`src/rtl/imem_uart_loader_pkg.sv`:
```
// Shared types and constants for the UART boot loader path.
package imem_loader_pkg;

  typedef enum logic [0:0] {
    LOAD = 1'b0,
    RUN  = 1'b1
  } loader_state_t;

  localparam int BYTES_PER_WORD = 4;
  localparam int IDX_W          = $clog2(BYTES_PER_WORD);
  // 115200 baud at 100 MHz; consumed by the UART receiver.
  localparam int CLKS_PER_BIT   = 868;

endpackage

```
`src/rtl/imem_uart_loader_byte_word_packer.sv`:
```
// Packs a byte stream into little-endian 32-bit words and flags the completing byte.
module byte_word_packer
  import imem_loader_pkg::*;
(
  input  logic             clk,
  input  logic             rst_n,
  input  logic             clr,
  input  logic             byte_valid,
  input  logic [7:0]       byte_data,
  output logic [IDX_W-1:0] byte_idx,
  output logic             word_ready,
  output logic [31:0]      word_data
);

  logic [7:0] lane_reg [BYTES_PER_WORD];

  assign word_ready = byte_valid && !clr && (byte_idx == IDX_W'(BYTES_PER_WORD - 1));

  generate
    for (genvar gi = 0; gi < BYTES_PER_WORD; gi++) begin : g_lane
      // The completing byte bypasses its lane so the word is ready in the strobe cycle.
      assign word_data[gi*8 +: 8] =
        (byte_valid && byte_idx == IDX_W'(gi)) ? byte_data : lane_reg[gi];

      always_ff @(posedge clk or negedge rst_n) begin
        if (!rst_n) begin
          lane_reg[gi] <= 8'h00;
        end else if (byte_valid && !clr && byte_idx == IDX_W'(gi)) begin
          lane_reg[gi] <= byte_data;
        end
      end
    end
  endgenerate

  always_ff @(posedge clk or negedge rst_n) begin
    if (!rst_n) begin
      byte_idx <= '0;
    end else if (clr) begin
      byte_idx <= '0;
    end else if (byte_valid) begin
      byte_idx <= byte_idx + IDX_W'(1);
    end
  end

endmodule

```
`src/rtl/imem_uart_loader.sv`:
```
// Loads NUM_WORDS UART words into imem, then releases the core from reset.
// Optional inter-byte timeout: define IMEM_LOADER_TIMEOUT_EN.
module imem_uart_loader
  import imem_loader_pkg::*;
#(
  parameter int NUM_WORDS      = 64,
  parameter int ADDR_W         = 6,
  parameter int TIMEOUT_CYCLES = 1000000
) (
  input  logic              clk,
  input  logic              rst_n,
  input  logic [7:0]        rx_data,
  input  logic              rx_valid,
  input  logic              reload,
  output logic              imem_we,
  output logic [ADDR_W-1:0] imem_addr,
  output logic [31:0]       imem_wdata,
  output logic              cpu_rst_n,
  output logic              loading,
  output logic              done,
  output logic              err
);

  localparam logic [ADDR_W-1:0] LAST_ADDR = ADDR_W'(NUM_WORDS - 1);

  loader_state_t     state;
  logic [ADDR_W-1:0] word_cnt;
  logic              reload_prev;
  logic              in_load;
  logic              reload_rise;
  logic              timeout_hit;
  logic [IDX_W-1:0]  byte_idx;
  logic              word_ready;
  logic [31:0]       word_data;

  assign in_load     = (state == LOAD);
  assign reload_rise = reload && !reload_prev;

  byte_word_packer u_packer (
    .clk        (clk),
    .rst_n      (rst_n),
    .clr        (!in_load || timeout_hit),
    .byte_valid (rx_valid && in_load),
    .byte_data  (rx_data),
    .byte_idx   (byte_idx),
    .word_ready (word_ready),
    .word_data  (word_data)
  );

`ifdef IMEM_LOADER_TIMEOUT_EN
  localparam int GAP_W = $clog2(TIMEOUT_CYCLES + 1);

  logic [GAP_W-1:0] gap_cnt;
  logic             gap_active;

  // Only an image already in progress can time out.
  assign gap_active  = in_load && (byte_idx != '0 || word_cnt != '0);
  assign timeout_hit = gap_active && !rx_valid && (gap_cnt == GAP_W'(TIMEOUT_CYCLES - 1));

  always_ff @(posedge clk or negedge rst_n) begin
    if (!rst_n) begin
      gap_cnt <= '0;
      err     <= 1'b0;
    end else begin
      if (!gap_active || rx_valid || timeout_hit) gap_cnt <= '0;
      else                                       gap_cnt <= gap_cnt + GAP_W'(1);

      if (timeout_hit)                  err <= 1'b1;
      else if (in_load && rx_valid)     err <= 1'b0;
      else if (!in_load && reload_rise) err <= 1'b0;
    end
  end
`else
  logic unused_timeout;

  assign timeout_hit    = 1'b0;
  assign err            = 1'b0;
  assign unused_timeout = &{1'b0, byte_idx, (TIMEOUT_CYCLES != 0)};
`endif

  always_ff @(posedge clk or negedge rst_n) begin
    if (!rst_n) begin
      state       <= LOAD;
      word_cnt    <= '0;
      reload_prev <= 1'b0;
      imem_we     <= 1'b0;
      imem_addr   <= '0;
      imem_wdata  <= 32'h0;
      cpu_rst_n   <= 1'b0;
      loading     <= 1'b1;
      done        <= 1'b0;
    end else begin
      reload_prev <= reload;
      imem_we     <= 1'b0;
      case (state)
        LOAD: begin
          if (imem_we && imem_addr == LAST_ADDR) begin
            state     <= RUN;
            cpu_rst_n <= 1'b1;
            loading   <= 1'b0;
            done      <= 1'b1;
          end else if (timeout_hit) begin
            word_cnt <= '0;
          end else if (word_ready) begin
            imem_we    <= 1'b1;
            imem_addr  <= word_cnt;
            imem_wdata <= word_data;
            if (word_cnt != LAST_ADDR) word_cnt <= word_cnt + ADDR_W'(1);
          end
        end
        RUN: begin
          if (reload_rise) begin
            state     <= LOAD;
            word_cnt  <= '0;
            cpu_rst_n <= 1'b0;
            loading   <= 1'b1;
            done      <= 1'b0;
          end
        end
        default: state <= LOAD;
      endcase
    end
  end

endmodule

```
`config.mk`:
```
export PLATFORM = sky130hd
export DESIGN_NAME = imem_uart_loader
export DESIGN_NICKNAME = d
export VERILOG_FILES = /design/src/rtl/imem_uart_loader_pkg.sv /design/src/rtl/imem_uart_loader_byte_word_packer.sv /design/src/rtl/imem_uart_loader.sv
export SDC_FILE = /design/constraint.sdc
export NUM_CORES = 1
export LEC_CHECK = 0
export CAP_MARGIN = 25
export CORE_UTILIZATION = 51
export DETAILED_ROUTE_END_ITERATION = 16
export PLACE_DENSITY = 0.81
export SLEW_MARGIN = 20
export SYNTH_ARGS = -nofsm -noshare
export SYNTH_HDL_FRONTEND = slang
export SYNTH_SLANG_ARGS = --single-unit
```
`constraint.sdc`:
```
create_clock -name clk -period 1.9 [get_ports clk]
set_input_delay 0.475 -clock clk [delete_from_list [all_inputs] [get_ports clk]]
set_output_delay 0.475 -clock clk [all_outputs]
set_load 0.01 [all_outputs]
```
==> flow_metrics.tcl <==
set metrics [dict create \
    syn_nets 245 \
    status "finished, violations left" \
    n_antenna_cell 0 \
    p_sw_uw 2038 \
    synth-xor-area-share 0.002885 \
    maxCapViolations 0 \
    core_mm2 0.005608 \
    synth_flop_cell "dfrtp_1" \
    cts_setup_buffers 0 \
    pwr-share-seq 0.409 \
    rrSetupSlack_ns 0.10 \
    p_leak_uw 0.001773 \
    die-width_um 79.15 \
    place_area_mm2 0.003702 \
    std_cell_rows 27 \
    crit_end "imem_wdata[3]" \
    slowest_stage "clkdlybuf4s50_1" \
    cpMostUsedCell "mux2_2" \
    synth_most_common_cell "dfrtp_1" \
    grt_first_pass_wirelength_um 9708 \
    worstPathCellList "clkdlybuf4s50_1 -> and2b_1 -> nand2_2 -> mux2_2 -> mux2_2" \
    setup_ws_ns -0.006668 \
    crit_buf_inv 1 \
    crit_cells 5 \
    drt-pass1-iter-count 4 \
    period_share 1.004 \
    start_util 0.5413 \
    synth_warnings 0 \
    final_layout_size_suffix_gt1_frac 0.2776 \
    synthArstFlopShare 1.000 \
    place_hpwl_um 3958 \
    postSynthAreaPerCell_um2 13.31 \
    drc_errors 0 \
    nets 311 \
    fmax_mhz 524.5 \
    cts_tree "built" \
    routedWlPerCell_um 15.61 \
    grt.overflow.total 0 \
    num_vias 1944 \
    fin_skew_ns 0.01094 \
    grt_usage 0.2088 \
    yosysTopAreaCell "dfrtp_1" \
    ys_top_cells_by_area "dfrtp_1, mux2_2, nand2_1, ha_1, o21ai_0" \
    critical_path_arrival_ns 2.14 \
    cts_buffers 9 \
    ir_drop_uv 1099 \
    hold_class "input pin to async pin" \
    synth_top_area_frac 0.6101 \
    crit_start "rx_valid" \
    cp_top_family "multiplexers" \
    critPathMaxStageDelay_ns 0.52 \
    ant_nets 0 \
    wl_um 5790 \
    muxShareOfSynthArea 0.1884 \
    largest_register_ffs 32 \
    end_kind "register" \
    synth_compound_area_frac 0.03710 \
    dp.cells 355 \
    synth_cell_types 33 \
    vias_per_cell 5.240 \
    r2r_end "word_cnt[2]" \
    finalHoldViolations 0 \
    synth-edff-count 0 \
    ios 55 \
    pwr-share-clk 0.204 \
    cp_data_required_time_ns 2.13 \
    hold_slack_ns 0.06293 \
    syn_area_mm2 0.003035 \
    path_max_fanout 8 \
    clk_latency_ns 0.35 \
    cts_root_buf "clkbuf_8" \
    fin_cells 371 \
    internal_power_uw 4648 \
    syn_inst 228 \
    synthSimpleGateAreaFrac 0.09769 \
    synth_top_family_by_area "multiplexers" \
    grt_max_degree 35 \
    failed_checks "negative setup slack" \
    ys_seq_elements 75 \
    switching_share 0.3048 \
    grt_pass1_vias 2017 \
    rr_startpoint "u_packer.byte_idx[0]" \
    drv_slew 0 \
    finalCriticalPeriod_ns 1.907 \
    critPathKind "input pin to register" \
    cp-start-kind "input pin" \
    cts_buffer_depth 2 \
    finalInstanceArea_mm2 0.003926 \
    finalSetupViolCount 3 \
    r2r_cells 7 \
    seq_area_frac_synth 0.6187 \
    place_congestion 0.7734 \
    p_comb_frac 0.387 \
    cts_max_level 3 \
    cts_hold_buf 0 \
    synthAdderAreaFrac 0.02061 \
    syn2layout_area_growth_pct 29.35 \
    drt_iter0_drc 88 \
    die_h_um 79.15 \
    synthTopCellsByCount "dfrtp_1, mux2_2, nand2_1" \
    port_buffers 53 \
    antenna_found_initial 0 \
    clkTransAtPathRegs_ns 0.08 \
    dieArea_mm2 0.006264 \
    power_density_mw_per_mm2 1703 \
    clock_sinks 75 \
    rsz0062_at_grt "yes" \
    dpl_worst_slack_ns -0.3114 \
]
cell usage in the layout (no fill, tap or decap), types with 2 or more instances in the layout:
cell type,count
nor2b_1,2
clkdlybuf4s50_1,51
dfrtp_1,74
nor2_1,3
clkinv_2,2
buf_12,3
o21ai_0,7
nand2_1,41
nand3_1,4
o21a_1,2
bufinv_16,2
buf_4,9
ha_1,5
mux2_2,49
nor3b_1,2
clkbuf_8,10
inv_1,8
nand2_2,3
mux2i_1,2
routing by layer:
layer,global-route usage,up-vias,wire length [um]
met5,0,-,0
met4,0.08182,0,99
met3,0.05402,12,279
met2,0.3543,57,2973
met1,0.2543,970,2438
li1,-,905,-
worst min-delay path by stage:
| stage | startpoint | to | slack [ns] | cells after the start |
|---|---|---|---|---|
| finish | rst_n | imem_wdata[27] | 0.06 | 1 |
| global route | rst_n | imem_wdata[27] | 0.08 | 1 |
| CTS | rst_n | imem_wdata[27] | 0.06 | 1 |
| global placement | rst_n | u_packer.lane_reg[24] | 0.45 | 1 |
| detailed placement | rst_n | u_packer.lane_reg[24] | 0.45 | 1 |
| floorplan | rst_n | done | 0.18 | 0 |
worst register-to-register path, delay by kind of cell, from the launching register on:
kind / cells / cell delay, ns
buffers and inverters: 2 / 0.33
AO/OA/AOI/OAI: 3 / 0.60
adder cells (fa/ha/maj): 1 / 0.22
AND/OR/NAND/NOR: 1 / 0.08
flip-flops: 1 / 0.43
per-stage QoR:
step	util	total power [uW]	TNS, ns
after floorplan	-	4116	0
after global placement	0.6602	5256	-9.350
after detailed placement	0.6602	5362	-9.234
after CTS	0.7001	6763	0
after global routing	0.7001	7093	-0.5576
final	0.7001	6686	-0.01387
cells by family (layout without fill, tap and decap cells):
group	count (synthesis)	after routing
flops	75	75
xor+xnor	1	1
other cells	1	1
mux	51	51
fa+ha+maj	5	5
simple gates	63	63
compound gates	15	15
buf+inv	17	88
layout make-up:
cell class,instances,area [um2]
Clock buffer,10,137.6
Inverter,8,30.03
Tap cell,72,90.09
Sequential cell,75,1878
Timing Repair Buffer,64,646.9
Fill cell,437,1682
Multi-Input combinational cell,136,1056
Clock inverter,6,87.58
power by group through the flow:
stage | Clock [uW] | Combinational [uW] | Sequential [uW]
6_report | 1360 | 2590 | 2740
5_1_grt | 1460 | 2810 | 2830
4_1_cts | 1390 | 2620 | 2750
3_5_place_dp | 0 | 2600 | 2770
3_3_place_gp | 0 | 2520 | 2740
2_1_floorplan | 0 | 1250 | 2860
what timing repair did:
action,CTS,global route
cloned,0,0
endpoints found under the setup margin,1,23
resized for setup,1,0
(Power assumes the default switching activity.)
